## src/rtl/mem_copy_engine.sv

```systemverilog
// ============================================================================
// Module      : mem_copy_engine
// Description : Word-by-word memory copy master (READ/WRITE pair per word).
//               Optional running checksum enabled by MEM_COPY_CHECKSUM_EN.
// Revision    : 1.0 - initial release
// ============================================================================
`default_nettype none

module mem_copy_engine #(
    parameter int LEN_WIDTH = 16
) (
    input  logic                 clk,
    input  logic                 rst,
    input  logic                 start,
    input  logic [31:0]          src_addr,
    input  logic [31:0]          dst_addr,
    input  logic [LEN_WIDTH-1:0] len,
    output logic                 busy,
    output logic                 done,
    output logic [31:0]          mem_address,
    output logic [31:0]          mem_write_data,
    output logic                 mem_read,
    output logic                 mem_write,
    input  logic [31:0]          mem_read_data,
    output logic [31:0]          checksum
);

    typedef enum logic [1:0] {
        S_IDLE  = 2'd0,
        S_READ  = 2'd1,
        S_WRITE = 2'd2,
        S_DONE  = 2'd3
    } state_t;

    localparam logic [LEN_WIDTH-1:0] c_LEN_ONE  = LEN_WIDTH'(1);
    localparam logic [LEN_WIDTH-1:0] c_LEN_ZERO = '0;

    state_t                 r_state;
    logic [31:0]            r_src_ptr;
    logic [31:0]            r_dst_ptr;
    logic [LEN_WIDTH-1:0]   r_remaining;
    logic [31:0]            r_data_buf;
    logic                   r_busy;
    logic                   r_done;
    logic                   r_mem_read;
    logic                   r_mem_write;
    logic [31:0]            r_mem_address;

    // Outputs are registered for the state being entered, so each arm sets
    // the strobes and address that the next state presents.
    always_ff @(posedge clk) begin
        if (rst) begin
            r_state       <= S_IDLE;
            r_src_ptr     <= '0;
            r_dst_ptr     <= '0;
            r_remaining   <= '0;
            r_data_buf    <= '0;
            r_busy        <= 1'b0;
            r_done        <= 1'b0;
            r_mem_read    <= 1'b0;
            r_mem_write   <= 1'b0;
            r_mem_address <= '0;
        end else begin
            r_busy        <= 1'b0;
            r_done        <= 1'b0;
            r_mem_read    <= 1'b0;
            r_mem_write   <= 1'b0;
            r_mem_address <= '0;
            case (r_state)
                S_IDLE: begin
                    if (start) begin
                        r_src_ptr   <= src_addr;
                        r_dst_ptr   <= dst_addr;
                        r_remaining <= len;
                        if (len != c_LEN_ZERO) begin
                            r_state       <= S_READ;
                            r_busy        <= 1'b1;
                            r_mem_read    <= 1'b1;
                            r_mem_address <= src_addr;
                        end else begin
                            r_state <= S_DONE;
                            r_done  <= 1'b1;
                        end
                    end
                end
                S_READ: begin
                    r_data_buf    <= mem_read_data;
                    r_state       <= S_WRITE;
                    r_busy        <= 1'b1;
                    r_mem_write   <= 1'b1;
                    r_mem_address <= r_dst_ptr;
                end
                S_WRITE: begin
                    r_src_ptr   <= r_src_ptr + 32'd1;
                    r_dst_ptr   <= r_dst_ptr + 32'd1;
                    r_remaining <= r_remaining - c_LEN_ONE;
                    if (r_remaining == c_LEN_ONE) begin
                        r_state <= S_DONE;
                        r_done  <= 1'b1;
                    end else begin
                        r_state       <= S_READ;
                        r_busy        <= 1'b1;
                        r_mem_read    <= 1'b1;
                        r_mem_address <= r_src_ptr + 32'd1;
                    end
                end
                default: begin
                    r_state <= S_IDLE;
                end
            endcase
        end
    end

    assign busy           = r_busy;
    assign done           = r_done;
    assign mem_read       = r_mem_read;
    assign mem_write      = r_mem_write;
    assign mem_address    = r_mem_address;
    assign mem_write_data = r_mem_write ? r_data_buf : 32'd0;

`ifdef MEM_COPY_CHECKSUM_EN
    logic [31:0] r_checksum;

    always_ff @(posedge clk) begin
        if (rst) begin
            r_checksum <= '0;
        end else if (r_state == S_IDLE && start) begin
            r_checksum <= '0;
        end else if (r_state == S_WRITE) begin
            r_checksum <= r_checksum + r_data_buf;
        end
    end

    assign checksum = r_checksum;
`else
    assign checksum = 32'd0;
`endif

endmodule

`default_nettype wire

```

## config.mk

```make
export PLATFORM = sky130hd
export DESIGN_NAME = mem_copy_engine
export DESIGN_NICKNAME = d
export VERILOG_FILES = /design/src/rtl/mem_copy_engine.sv
export SDC_FILE = /design/constraint.sdc
export NUM_CORES = 1
export LEC_CHECK = 0
export CORE_MARGIN = 5
export CORE_UTILIZATION = 50
export CTS_BUF_LIST = sky130_fd_sc_hd__clkbuf_2 sky130_fd_sc_hd__clkbuf_4 sky130_fd_sc_hd__clkbuf_8
export DETAILED_ROUTE_END_ITERATION = 10
export GPL_ROUTABILITY_DRIVEN = 0
export PLACE_DENSITY = 0.82
export RECOVER_POWER = 50
export REMOVE_ABC_BUFFERS = 1
export SYNTH_ARGS = -nofsm -noshare
export SYNTH_HDL_FRONTEND = slang
export SYNTH_SLANG_ARGS = --single-unit
```

## constraint.sdc

```tcl
create_clock -name clk -period 2.69 [get_ports clk]
set_input_delay 0.6725 -clock clk [delete_from_list [all_inputs] [get_ports clk]]
set_output_delay 0.6725 -clock clk [all_outputs]
set_load 0.02 [all_outputs]
```

[After elaboration in Yosys (flattened, before gate mapping)]
Index checks and enable logic that the tools add are counted.
Storage, ports and cells
  register bits after elaboration: 150
  bits in latches: 0
  RAM bits: 0
  bits in read-only memories: 0
  bits of input ports: 115
  output and inout port bits: 100
  word-level logic and storage cells: 46
  memories: 0
Cells by class
  add/sub/neg operators: 3
  multipliers: 0
  divide/modulo/power cells: 0
  $lt $le $gt $ge: 0
  eq/ne operators: 4
  shift operators: 0
  multiplexer cells: 25
  bitwise logic cells: 0
  reductions and logical operators: 4
Operator list (count)
  $mux W32: 6
  $pmux W32 S2: 2
  $pmux W32 S3: 1
  $add A32 B1 Y32 const B: 2
  $pmux W16 S2: 1
  $eq A16 B1 Y1 const B: 1
  $mux W16: 1
  $reduce_bool A16 Y1: 1
  $sub A16 B1 Y16 const B: 1
  $mux W1: 7
  $mux W2: 3
  $pmux W2 S3: 1
  $pmux W1 S2: 2
  $pmux W1 S3: 1
  $eq A2 B1 Y1 const B: 1
  $eq A2 B2 Y1 const B: 1
  $logic_not A2 Y1: 1
  $ne A2 B2 Y1 const B: 1
  $reduce_and A2 Y1: 1
  $reduce_bool A2 Y1: 1

[Depth between registers and ports, before layout]
  word-level depth: 4
  gate-level depth with buffers: 8
  depth with buffers taken out: 7

[Worst setup path before layout]
No wires, ideal clock.
  path kind: register -> register
  from: register r_remaining[0]
  to: register r_remaining[12]
  setup time: 0.133 ns
  arrival time: 1.860 ns
  data required time: 2.557 ns
  slack: 0.698 ns
  stages on the path, launching flop included: 8
  buffers on the path: 0
  period minus slack after synthesis: 1.992 ns
  cell sequence: dfxtp_1 inv_1 ha_1 or4b_4 or3b_4 nor3_2 mux2i_1 a21oi_1
Between the ends
  cells in the longest elaborated chain, start to end: 2
Ends and longest elaborated chain
  start: declaration: line 41  | logic [LEN_WIDTH-1:0] r_remaining;
  start signal: assignment: line 74  | r_remaining <= len;
  start signal: assignment: line 96  | r_remaining <= r_remaining - c_LEN_ONE;
  $sub A16 B1 Y16: line 96
  $pmux W16 S2: line 69  | case (r_state)
Every way passes these cells.
A chain may end at the register's enable or synchronous reset.

[Worst setup path after layout]
  from: input start
  to: register r_dst_ptr[4]
Between the ends
  cells in the longest elaborated chain, start to end: 2
Ends and longest elaborated chain
  start: declaration: line 14  | input logic start,
  $ne A2 B2 Y1 (no source line)
  $reduce_and A2 Y1 (no source line)
  end signal: assignment: line 73  | r_dst_ptr <= dst_addr;
  end signal: assignment: line 95  | r_dst_ptr <= r_dst_ptr + 32'd1;
  end: declaration: line 40  | logic [31:0] r_dst_ptr;
Every way passes these cells.

==> results.yml <==
routing:
  drtPass1Iterations: 8
  vias_per_cell: 6.03
  postRouteAntennaNets: 0
  wirelength_microns: 26000
  post_drt_wl_per_cell_microns: 18.9
  first_iter_violations: 658
  drcViolationCount: 0
  dr_total_vias: 8260
cts:
  clockBufferDepth: 2
  clk_latency_ns: 0.47
  hold_buffers: 0
  cts_root_buf: "clkbuf_8"
  cts_tree: "yes"
  clk_pin_slew_ns: 0.08
  cts.sinks: 150
  post-cts-setup-buffer-count: 0
  h-tree-depth: 4
  cts_made_buffers: 17
yosys:
  synth_area_sq_mm: 0.00791
  yosysTopAreaCell: "dfxtp_1"
  yosysMostFrequentCell: "dfxtp_1"
  synthTopCellsByArea: "dfxtp_1, nand2_1, a21oi_1"
  synth_common_cells: "dfxtp_1, nand2_1, nor2_1, a21oi_1, clkbuf_1"
  synth_top_area_frac: 0.380
  synth_ff_type: "dfxtp_1"
  synth_edf_count: 0
  syn_area_per_cell_sq_um: 8.13
  synthArstFlopShare: 0
  synth_cell_types: 75
  synthesis.instances: 973
  ys_ff_latch: 150
  yosys_warnings: 0
  yosysSeqAreaShare: 0.380
min_path:
  hold_end: "r_data_buf[26]$_SDFFE_PP0P_"
  min_path_type: "reg -> reg"
  hp-start: "r_data_buf[26]$_SDFFE_PP0P_"
  whs_path_depth: 2
sta:
  period_needed_ns: 2.56
  final.period_utilization: 0.950
  fin_skew_ns: 0.0108
  hold_viol: 0
  worst_pin_slew_ns: 0.986
  slew_viol_final: 0
  rsz0062_at_grt: "no"
  fmax_ghz: 0.391
  final-setup-viol-count: 0
  fin_hold_ws_ns: 0.451
  max_slew_margin: 0.343
grt:
  grt.total_usage: 0.276
  grt_pass1_vias: 7773
  grt_overflow: 0
  grt_max_degree: 65
  grt_pass1_wl_microns: 40300
  antenna_found_initial: 1
place:
  placed_area_sq_mm: 0.00998
  place_inst: 1338
  io_buffer_count: 182
  dp_hpwl_microns: 18200
layout:
  drive_gt1_frac: 0.0893
  final_cells: 1370
  fin_area_sq_mm: 0.0104
  nNetsFinal: 1260
  area_growth_pct: 31.5
  n_antenna_cell: 0
run_status:
  status: "finished clean"
setup_path:
  endpoint_kind: "flip-flop"
  regToRegSetupSlack_ns: 0.32
  crit_required_ns: 3.06
  timing.rr.start: "r_remaining[5]$_SDFFE_PP0P_"
  start_kind: "primary input"
  path_class: "in -> reg"
  r2r-end: "mem_address[4]$_SDFF_PP0_"
  cp_max_fo: 14
  arrival_ns: 2.92
  reg2reg_depth: 5
die:
  coreArea_sq_mm: 0.0157
  rows: 46
  io_pins: 215
  die_h_microns: 136
  start_util: 0.503
  die_w_microns: 136
  die_area_sq_mm: 0.0184
power:
  power.density_mw_per_mm2: 551
  vdd.ir_drop.worst_v: 0.000351
  p_leak_nw: 3.86
  power_w: 0.00573
flow_run:
  drv_cap: 0
==> kinds of logic after synthesis <==
family / share of synthesized area
AND/OR/NAND/NOR: 0.242
AO/OA/AOI/OAI: 0.249
flip-flops: 0.380
buffers and inverters: 0.0750
XOR/XNOR: 0.0388
multiplexers: 0.00791
adder cells (fa/ha/maj): 0.00633
other: 0.000474
==> per-stage QoR <==
stage                     setup slack (ns)   util  TNS [ns]
final                                0.133  0.662         0
after global routing                0.0283  0.662         0
after CTS                           0.0647  0.663         0
after detailed placement            -0.118  0.635     -1.23
after global placement              0.0273  0.635         0
after floorplan                      -1.32      -   -107.14
==> registers in the layout, summed over array words and instances (netlist names) <==
signal       flops
busy             1
done             1
mem_address     32
mem_read         1
mem_write        1
r_data_buf      32
r_dst_ptr       32
r_remaining     16
r_src_ptr       32
r_state          2
==> metal layers <==
layer,vias to the layer above,GRT usage,routed length (microns)
met1,3796,0.347,10300
met3,70,0.0702,2920
li1,3857,-,-
met2,535,0.444,11800
met4,2,0.127,833
met5,-,0,13
==> power by group <==
part	total, W	internal (W)	switching (W)
logic	0.00117	0.000531	0.000635
clock network	0.00197	0.00111	0.000855
registers	0.00260	0.00240	0.000198
==> final cells by class <==
cell class,instances,area [sq um]
Clock buffer,23,298
Clock inverter,9,148
Fill cell,1346,5310
Inverter,16,60.1
Multi-Input combinational cell,734,4450
Sequential cell,150,3010
Tap cell,216,270
Timing Repair Buffer,222,2170
==> placed cells by master, fill, tap and decap left out, types with 29 or more instances in the layout <==
cell type	synthesis	routed
and2_1	37	37
conb_1	1	32
dfxtp_1	150	149
clkdlybuf4s50_1	0	162
nand2_1	113	113
o22ai_1	43	43
nor2_1	80	78
o21ai_0	27	29
a21oi_1	75	75
==> critical path, cell delays in order <==
cell and delay (ns):
dlygate4sd3_1 0.59, buf_4 0.26, nand2b_1 0.20, nor2_1 0.23
clkbuf_1 0.59, nor2_1 0.08, a221oi_1 0.29
==> worst max-delay path by stage <==
stage | from | end | slack (ns) | cells past startpoint
after floorplan | r_state[1]$_SDFFE_PP0P_ | mem_address[11]$_SDFF_PP0_ | -1.32 | 5
after global placement | len[11] | mem_address[21]$_SDFF_PP0_ | 0.03 | 7
after detailed placement | len[11] | mem_address[24]$_SDFF_PP0_ | -0.12 | 7
after CTS | mem_write$_SDFF_PP0_ | mem_write_data[10] | 0.06 | 3
after global routing | start | r_dst_ptr[25]$_SDFFE_PP0P_ | 0.03 | 6
final | start | r_dst_ptr[4]$_SDFFE_PP0P_ | 0.13 | 7
==> timing repair <==
item / CTS / global route
resized for setup: 1 / 1
endpoints found under the hold margin: 0 / 0
setup endpoints to repair: 17 / 14
(Power assumes the default switching activity.)
